[src/rtl/ahb_lite_master.sv]
// ahb_lite_master: single-transfer AHB-lite initiator driven by a valid/ready
// command stream. Each accepted command becomes one NONSEQ SINGLE transfer and
// produces exactly one response pulse, in command order.
// Optional feature macro: AHB_LITE_MASTER_PIPELINE_EN. When it is defined, the
// next address phase may overlap the current data phase. When it is undefined,
// at most one transfer is outstanding.
// Handshake: a command transfers on a rising edge where CMD_VALID_I and
// CMD_READY_O are both 1. The caller holds the command fields stable while
// VALID is high. Responses cannot be stalled: RSP_VALID_O is a one-cycle pulse.
module ahb_lite_master #(
    parameter int         AW        = 32,
    parameter logic [3:0] HPROT_VAL = 4'b0011
) (
    input  logic          HCLK_I,
    input  logic          HRESET_I,
    input  logic          CMD_VALID_I,
    output logic          CMD_READY_O,
    input  logic          CMD_WRITE_I,
    input  logic [2:0]    CMD_SIZE_I,
    input  logic [AW-1:0] CMD_ADDR_I,
    input  logic [31:0]   CMD_WDATA_I,
    output logic          RSP_VALID_O,
    output logic          RSP_ERR_O,
    output logic [31:0]   RSP_RDATA_O,
    output logic [AW-1:0] HADDR_O,
    output logic [1:0]    HTRANS_O,
    output logic          HWRITE_O,
    output logic [2:0]    HSIZE_O,
    output logic [2:0]    HBURST_O,
    output logic [3:0]    HPROT_O,
    output logic [31:0]   HWDATA_O,
    input  logic [31:0]   HRDATA_I,
    input  logic          HREADY_I,
    input  logic          HRESP_I,
    output logic [1:0]    dbg_state
);

    localparam logic [1:0] TRANS_IDLE   = 2'b00;
    localparam logic [1:0] TRANS_NONSEQ = 2'b10;

    // ADDR: an address phase is on the bus (possibly overlapping a data phase,
    // flagged by dp_busy). DATA: only a data phase is in flight. ERR2: second
    // cycle of an ERROR response; held marks a cancelled command to reissue.
    typedef enum logic [1:0] {
        IDLE = 2'd0,
        ADDR = 2'd1,
        DATA = 2'd2,
        ERR2 = 2'd3
    } state_t;

    state_t        state, state_nxt;
    logic          dp_busy, dp_busy_nxt;
    logic          held, held_nxt;
    logic [31:0]   a_wdata, a_wdata_nxt;
    logic          d_write, d_write_nxt;
    logic [AW-1:0] haddr_nxt;
    logic [1:0]    htrans_nxt;
    logic          hwrite_nxt;
    logic [2:0]    hsize_nxt;
    logic [31:0]   hwdata_nxt;
    logic          rsp_valid_nxt, rsp_err_nxt;
    logic [31:0]   rsp_rdata_nxt;
    logic          accept, done, done_err;

    assign HBURST_O  = 3'b000;
    assign HPROT_O   = HPROT_VAL;
    assign dbg_state = state;
    assign accept    = CMD_VALID_I & CMD_READY_O;

    // Command-side ready: only IDLE, or also when the current address phase ends.
    always_comb begin
`ifdef AHB_LITE_MASTER_PIPELINE_EN
        CMD_READY_O = !HRESET_I && ((state == IDLE) || ((state == ADDR) && HREADY_I));
`else
        CMD_READY_O = !HRESET_I && (state == IDLE);
`endif
    end

    // Next-state and next-output logic; every register holds unless changed.
    always_comb begin
        state_nxt     = state;
        dp_busy_nxt   = dp_busy;
        held_nxt      = held;
        a_wdata_nxt   = a_wdata;
        d_write_nxt   = d_write;
        haddr_nxt     = HADDR_O;
        htrans_nxt    = HTRANS_O;
        hwrite_nxt    = HWRITE_O;
        hsize_nxt     = HSIZE_O;
        hwdata_nxt    = HWDATA_O;
        rsp_valid_nxt = 1'b0;
        rsp_err_nxt   = 1'b0;
        rsp_rdata_nxt = 32'h0;
        done          = 1'b0;
        done_err      = 1'b0;

        case (state)
            IDLE: begin
                if (accept) begin
                    htrans_nxt  = TRANS_NONSEQ;
                    haddr_nxt   = CMD_ADDR_I;
                    hwrite_nxt  = CMD_WRITE_I;
                    hsize_nxt   = CMD_SIZE_I;
                    a_wdata_nxt = CMD_WDATA_I;
                    dp_busy_nxt = 1'b0;
                    state_nxt   = ADDR;
                end
            end
            ADDR: begin
                if (dp_busy && !HREADY_I && HRESP_I) begin
                    // Error on the overlapped data phase: withdraw the pending
                    // NONSEQ but keep its address/control for the reissue.
                    htrans_nxt  = TRANS_IDLE;
                    held_nxt    = 1'b1;
                    dp_busy_nxt = 1'b0;
                    state_nxt   = ERR2;
                end else if (HREADY_I) begin
                    done        = dp_busy;
                    done_err    = HRESP_I;
                    hwdata_nxt  = a_wdata;
                    d_write_nxt = HWRITE_O;
                    if (accept) begin
                        htrans_nxt  = TRANS_NONSEQ;
                        haddr_nxt   = CMD_ADDR_I;
                        hwrite_nxt  = CMD_WRITE_I;
                        hsize_nxt   = CMD_SIZE_I;
                        a_wdata_nxt = CMD_WDATA_I;
                        dp_busy_nxt = 1'b1;
                    end else begin
                        htrans_nxt  = TRANS_IDLE;
                        dp_busy_nxt = 1'b0;
                        state_nxt   = DATA;
                    end
                end
            end
            DATA: begin
                if (HREADY_I) begin
                    done      = 1'b1;
                    done_err  = HRESP_I;
                    state_nxt = IDLE;
                end else if (HRESP_I) begin
                    held_nxt  = 1'b0;
                    state_nxt = ERR2;
                end
            end
            ERR2: begin
                // Any HREADY here ends the transfer as an error, even if HRESP dropped.
                if (HREADY_I) begin
                    done     = 1'b1;
                    done_err = 1'b1;
                    if (held) begin
                        htrans_nxt  = TRANS_NONSEQ;
                        held_nxt    = 1'b0;
                        dp_busy_nxt = 1'b0;
                        state_nxt   = ADDR;
                    end else begin
                        state_nxt = IDLE;
                    end
                end
            end
            default: state_nxt = IDLE;
        endcase

        if (done) begin
            rsp_valid_nxt = 1'b1;
            rsp_err_nxt   = done_err;
            rsp_rdata_nxt = (!done_err && !d_write) ? HRDATA_I : 32'h0;
        end
    end

    // State and registered outputs; reset abandons any transfer in flight.
    always_ff @(posedge HCLK_I) begin
        if (HRESET_I) begin
            state       <= IDLE;
            dp_busy     <= 1'b0;
            held        <= 1'b0;
            a_wdata     <= 32'h0;
            d_write     <= 1'b0;
            HADDR_O     <= '0;
            HTRANS_O    <= TRANS_IDLE;
            HWRITE_O    <= 1'b0;
            HSIZE_O     <= 3'b000;
            HWDATA_O    <= 32'h0;
            RSP_VALID_O <= 1'b0;
            RSP_ERR_O   <= 1'b0;
            RSP_RDATA_O <= 32'h0;
        end else begin
            state       <= state_nxt;
            dp_busy     <= dp_busy_nxt;
            held        <= held_nxt;
            a_wdata     <= a_wdata_nxt;
            d_write     <= d_write_nxt;
            HADDR_O     <= haddr_nxt;
            HTRANS_O    <= htrans_nxt;
            HWRITE_O    <= hwrite_nxt;
            HSIZE_O     <= hsize_nxt;
            HWDATA_O    <= hwdata_nxt;
            RSP_VALID_O <= rsp_valid_nxt;
            RSP_ERR_O   <= rsp_err_nxt;
            RSP_RDATA_O <= rsp_rdata_nxt;
        end
    end

endmodule

[config.mk]
export PLATFORM = sky130hd
export DESIGN_NAME = ahb_lite_master
export DESIGN_NICKNAME = d
export VERILOG_FILES = /design/src/rtl/ahb_lite_master.sv
export SDC_FILE = /design/constraint.sdc
export NUM_CORES = 1
export LEC_CHECK = 0
export ABC_AREA = 1
export CAP_MARGIN = 20
export CORE_MARGIN = 2
export CORE_UTILIZATION = 25
export DETAILED_ROUTE_END_ITERATION = 6
export PLACE_DENSITY = 0.51
export SYNTH_ARGS = -nofsm -noshare
export SYNTH_HDL_FRONTEND = slang
export SYNTH_SLANG_ARGS = --single-unit
[constraint.sdc]
create_clock -name HCLK_I -period 2.7 [get_ports HCLK_I]
set_clock_uncertainty 0.2 [all_clocks]
set_input_delay 0.54 -clock HCLK_I [delete_from_list [all_inputs] [get_ports HCLK_I]]
set_output_delay 0.54 -clock HCLK_I [all_outputs]
set_load 0.05 [all_outputs]
# Yosys cells after proc, flatten, opt, wreduce, memory -nomap -nowiden
# Index checks and enable logic that the tools add are counted.
[classes]
eq_ne = 14
mux = 52
n_bitwise = 4
reduce_logical = 20
[op_table]
columns = ["op", "count"]
rows = [
  ["$mux W32", 6],
  ["$pmux W32 S2", 2],
  ["$mux W2", 13],
  ["$mux W1", 20],
  ["$ne A2 B2 Y1 const B", 8],
  ["$reduce_and A5 Y1", 3],
  ["$mux W3", 3],
  ["$ne A3 B3 Y1 const B", 3],
  ["$pmux W1 S3", 3],
  ["$pmux W2 S4", 1],
  ["$pmux W2 S3", 1],
  ["$pmux W3 S2", 1],
  ["$reduce_and A3 Y1", 2],
  ["$reduce_bool A3 Y1", 2],
  ["$eq A2 B2 Y1 const B", 2],
  ["$logic_and A1 B1 Y1", 4],
  ["$logic_not A1 Y1", 4],
  ["$pmux W1 S2", 2],
  ["$reduce_or A2 Y1", 2],
  ["$not A1 Y1", 3],
  ["$reduce_or A3 Y1", 1],
  ["$eq A2 B1 Y1 const B", 1],
  ["$logic_not A2 Y1", 1],
  ["$reduce_bool A2 Y1", 1],
  ["$and A1 B1 Y1", 1],
]
[word_totals]
reg_bits = 141
input_bits = 105
output_inout_bits = 114
wordCells = 103

# Longest topological paths before layout
# Gate-level depths: netlist of the first run.
[depth]
word_depth = 9
depth_mapped = 9
ltp_nobuf = 8

# Worst setup path after synthesis of the first run
# Ideal clock, no wire load.
[synth_path]
path_type = "reg-to-output"
startpoint = "register state[0], in the netlist dbg_state[0]"
endpoint = "output CMD_READY_O"
arrival_time_ps = 1312
t_required_ps = 1960
setup_slack_ps = 648
path_stages_with_launch = 4
path_buffers = 2
path_cell_list = "dfxtp_1 > buf_2 > nor3_4 > buf_2"
[synth_between]
elab_chain_cells = 2
[synth_rtl]
columns = ["item", "line_no", "text"]
rows = [
  ["start: declaration", "51", "state_t state, state_nxt;"],
  ["start signal: assignment", "188", "state <= state_nxt;"],
  ["$logic_not A2 Y1", "75", "CMD_READY_O = !HRESET_I && (state == IDLE);"],
  ["$logic_and A1 B1 Y1", "75", ""],
  ["end: declaration", "17", "output logic CMD_READY_O,"],
]
# Every way passes these cells.

# Worst setup path after layout of the first run
[layout_path]
startpoint = "register state[0], in the netlist dbg_state[0]"
endpoint = "output dbg_state[0]"
[layout_lines]
columns = ["item", "line_no", "text"]
rows = [
  ["end: declaration", "35", "output logic [1:0] dbg_state"],
]
# No word-level cell between the ends.

==> summary.txt, run 1 <==
Run status
  • Status: finished, final reports clean

STA
  • Final setup vio count: 0
  • Worst-margin pin slew: around 0.76 ns
  • Endpoints failing hold: 0
  • Worst rel slew slack: 0.491
  • Setup_tns: 0 ns
  • Fin crit period: around 2.6 ns
  • Slew Limit Fails: 0
  • Max Fclk: a little under 400 MHz
  • RSZ-0062 raised after global routing: false
  • Period utilization: 0.950

Layout
  • Commonest non-fill, non-tap cell in the layout: clkdlybuf4s50_1
  • Antenna Cells: 0
  • Final Util: 0.407
  • Most frequent cells in the layout: 206 x clkdlybuf4s50_1, 140 x dfxtp_1, 120 x nand2_1
  • Synth-to-layout area growth: 59.5%
  • Ratio of cells with drive above 1 in the final layout: 0.0652
  • Nets@finish: 889
  • Fillers: 1,961

Global route
  • M1 GR Usage: 0.165
  • Most Used Layer, Global Route: met2
  • Overall global routing resource usage: 0.149
  • Vias in the first global route: a little under 5,000
  • Largest net degree at the start of global routing: 73
  • Global route total overflow: 0
  • Initial antenna violation count: 0
  • Global-route wire length before repair: 25,000 um
  • Met2 Resource Use GR: 0.256
  • Global routing usage on met3: 0.0632

Synth
  • Netlist cell types: 17
  • Synth top area share: 0.562
  • Synthesized area: approximately 5000 sq um
  • XOR/XNOR share of the synthesized area: 0
  • Dominant cell type by area after synthesis: dfxtp_1
  • Gate Count Post-Synth: a little under 600
  • Synth Area in Simple Gates: 0.262
  • Area contributors post-synth: dfxtp_1 56%, nand3_1 10%, a21oi_1 10%, nand2_1 9.1%, nor3b_1 5.0%
  • Post-synthesis compound-gate area fraction: 0.109
  • Post-synthesis mux area share: 0
  • Sequential-to-total area share from yosys stat: 0.562
  • Flops & latches, synth: 140
  • Syn avg cell area: 8.39 sq um
  • Post-Synth Adder-Cell Area: 0
  • Largest family of logic cells by synthesized area: simple AND/OR/NAND/NOR gates
  • Yosys Warn Count: 0

Place
  • DPL Wire Length: approximately 11,000 um
  • Final GP Congestion: roughly 0.77
  • PortBufs: 210

Setup path
  • Setup crit start kind: flip-flop
  • Worst-path fanout max: 9
  • Critical Path Sink: dbg_state[0]
  • RR Startpoint: dbg_state[0]
  • CP top delay family: buffers and inverters
  • Slowest CP cell: clkdlybuf4s50_1
  • CP Class: reg -> out
  • CP endpoint kind: primary output
  • Worst reg2reg endpoint: HWDATA_O[28]
  • Critical Path Source: dbg_state[0]
  • Crit-path cells: clkdlybuf4s50_1
  • Critical Path RT: about 2.0 ns
  • Flop2flop setup slack: ~0.74 ns
  • WP buf/inv: 1
  • Crit-path max cell delay: 0.90 ns
  • Crit path depth: 1
  • Worst path arrival time: around 1.8 ns
  • R2R cell count: 6

Route
  • Initial DRC Count: about 180
  • # DRC: 0
  • Detail Route Antenna Nets: 0
  • Pre-Repair DR Iteration Count: 4
  • Final WL: between 15,000 and 20,000 um
  • Vias/cell: around 4.5
  • Vias: between 4,000 and 5,000
  • WL/cell: between 10 and 15 um

Die
  • Die Footprint: around 21,000 sq um
  • Die W: about 150 um
  • Initial core utilization: 0.255
  • Ports: around 220
  • Die Ht: between 100 and 150 um
  • Core area: 19,500 sq um
  • Row count: 51

Clock network
  • CTS H-tree depth: 4
  • Clock-pin transition on the worst setup and hold timing paths: ~0.060 ns
  • # clock sinks: 140
  • Clock Latency Late Sink: between 0.4 and 0.5 ns
  • Clk root buf: clkbuf_16
  • CTS tree: built
  • Hold-fix buffers at CTS: 0
  • Post-CTS Setup Inserts: 0
  • TritonCTS buffer count: 17
  • PostCTS Resize Cnt: 0
  • CTS Buffer Depth: 2

Pwr
  • Peak VDD IR: ~480 uV
  • Power density cells: roughly 850 nW/um^2
  • Leakage: ~0.0028 uW

Job
  • Maxcap violations: 0

Min path
  • HP Class: reg -> reg
-- layer usage --
metal  share of wire  wire, um  vias up
met4           0.011       169        0
met1            0.43      6730     2189
li1                -         -     2351
met5               0         0        -
met2            0.48      7580      176
met3           0.084      1340       11
-- synth_stat cells --
master and count:
a21oi_1 103, buf_2 22, buf_4 10, clkbuf_1 27, conb_1 2, dfxtp_1 140, inv_1 10, nand2_1 121
nand3_1 104, nor2_1 13, nor2_2 1, nor3_1 2, nor3_4 1, nor3b_1 33, o211ai_1 1, o21ai_0 3
o21bai_1 1
-- worst min-delay path by stage --
| stage | startpoint | end | slack [ns] | depth (start not counted) |
|---|---|---|---|---|
| after floorplan | d_write | d_write | 0.23 | 2 |
| after global placement | HADDR_O[3] | HADDR_O[3] | 0.25 | 2 |
| after detailed placement | HWDATA_O[30] | HWDATA_O[30] | 0.25 | 2 |
| after CTS | HWDATA_O[30] | HWDATA_O[30] | 0.26 | 2 |
| after global routing | HADDR_O[26] | HADDR_O[26] | 0.28 | 2 |
| final | HWDATA_O[30] | HWDATA_O[30] | 0.26 | 2 |
-- flip-flops by register name (all words and copies together), names as in the netlist --
name and cells:
HWDATA_O 32, HWRITE_O 1, d_write 1, dbg_state 2
held 1, HSIZE_O 3, HTRANS_O 1, RSP_VALID_O 1
HADDR_O 32, RSP_ERR_O 1, a_wdata 32, dp_busy 1
RSP_RDATA_O 32
-- worst register-to-register path, cell delays in order (launching register included) --
cell     delay (ns)
dfxtp_1        0.52
inv_1          0.14
nor2_4         0.38
nand2_1        0.17
buf_4          0.26
nand2_1        0.10
a21oi_1        0.05
-- power breakdown --
| group | internal [uW] | total [uW] | switching [uW] | leakage [uW] |
|---|---|---|---|---|
| sequential | 2230 | 2340 | 112 | 0.00113 |
| combinational | 600 | 1780 | 1180 | 0.00130 |
| clock | 1740 | 2640 | 901 | 0.000325 |
| total | 4570 | 6760 | 2190 | 0.00276 |
-- area by class of cell --
cell class                      instances  area (sq um)  area share
Timing Repair Buffer                  224          2220       0.279
Clock buffer                           18           429      0.0540
Clock inverter                         14           241      0.0304
Tap cell                              265           332      0.0417
Inverter                               10          37.5     0.00472
Multi-Input combinational cell        391          1890       0.237
Sequential cell                       140          2800       0.353
-- kinds of logic after synthesis --
logic type,after synthesis
buffers and inverters,69
other,2
DFF,140
AOI/OAI and AO/OA,108
and+or+nand+nor,275
-- metrics by stage --
| stage | worst slack, ns | instance area (sq um) | hold slack (ns) | instances | total power (uW) |
|---|---|---|---|---|---|
| after floorplan | 0.648 | 5010 | 0.230 | 600 | 3530 |
| after global placement | 0.519 | 7280 | 0.247 | 1030 | 4170 |
| after detailed placement | 0.449 | 7280 | 0.253 | 1030 | 4190 |
| after CTS | 0.102 | 7950 | 0.263 | 1062 | 6870 |
| after global routing | 0.0602 | 7950 | 0.278 | 1062 | 7110 |
| final | 0.136 | 7950 | 0.259 | 1062 | 6760 |
(Power assumes the default switching activity.)
==> inputs of run 2 (changes only) <==
CTS_CLUSTER_SIZE = 30   (was unset)
==> results of run 2 <==
No change in the layout: final DEF, timing and power equal those of run 1.
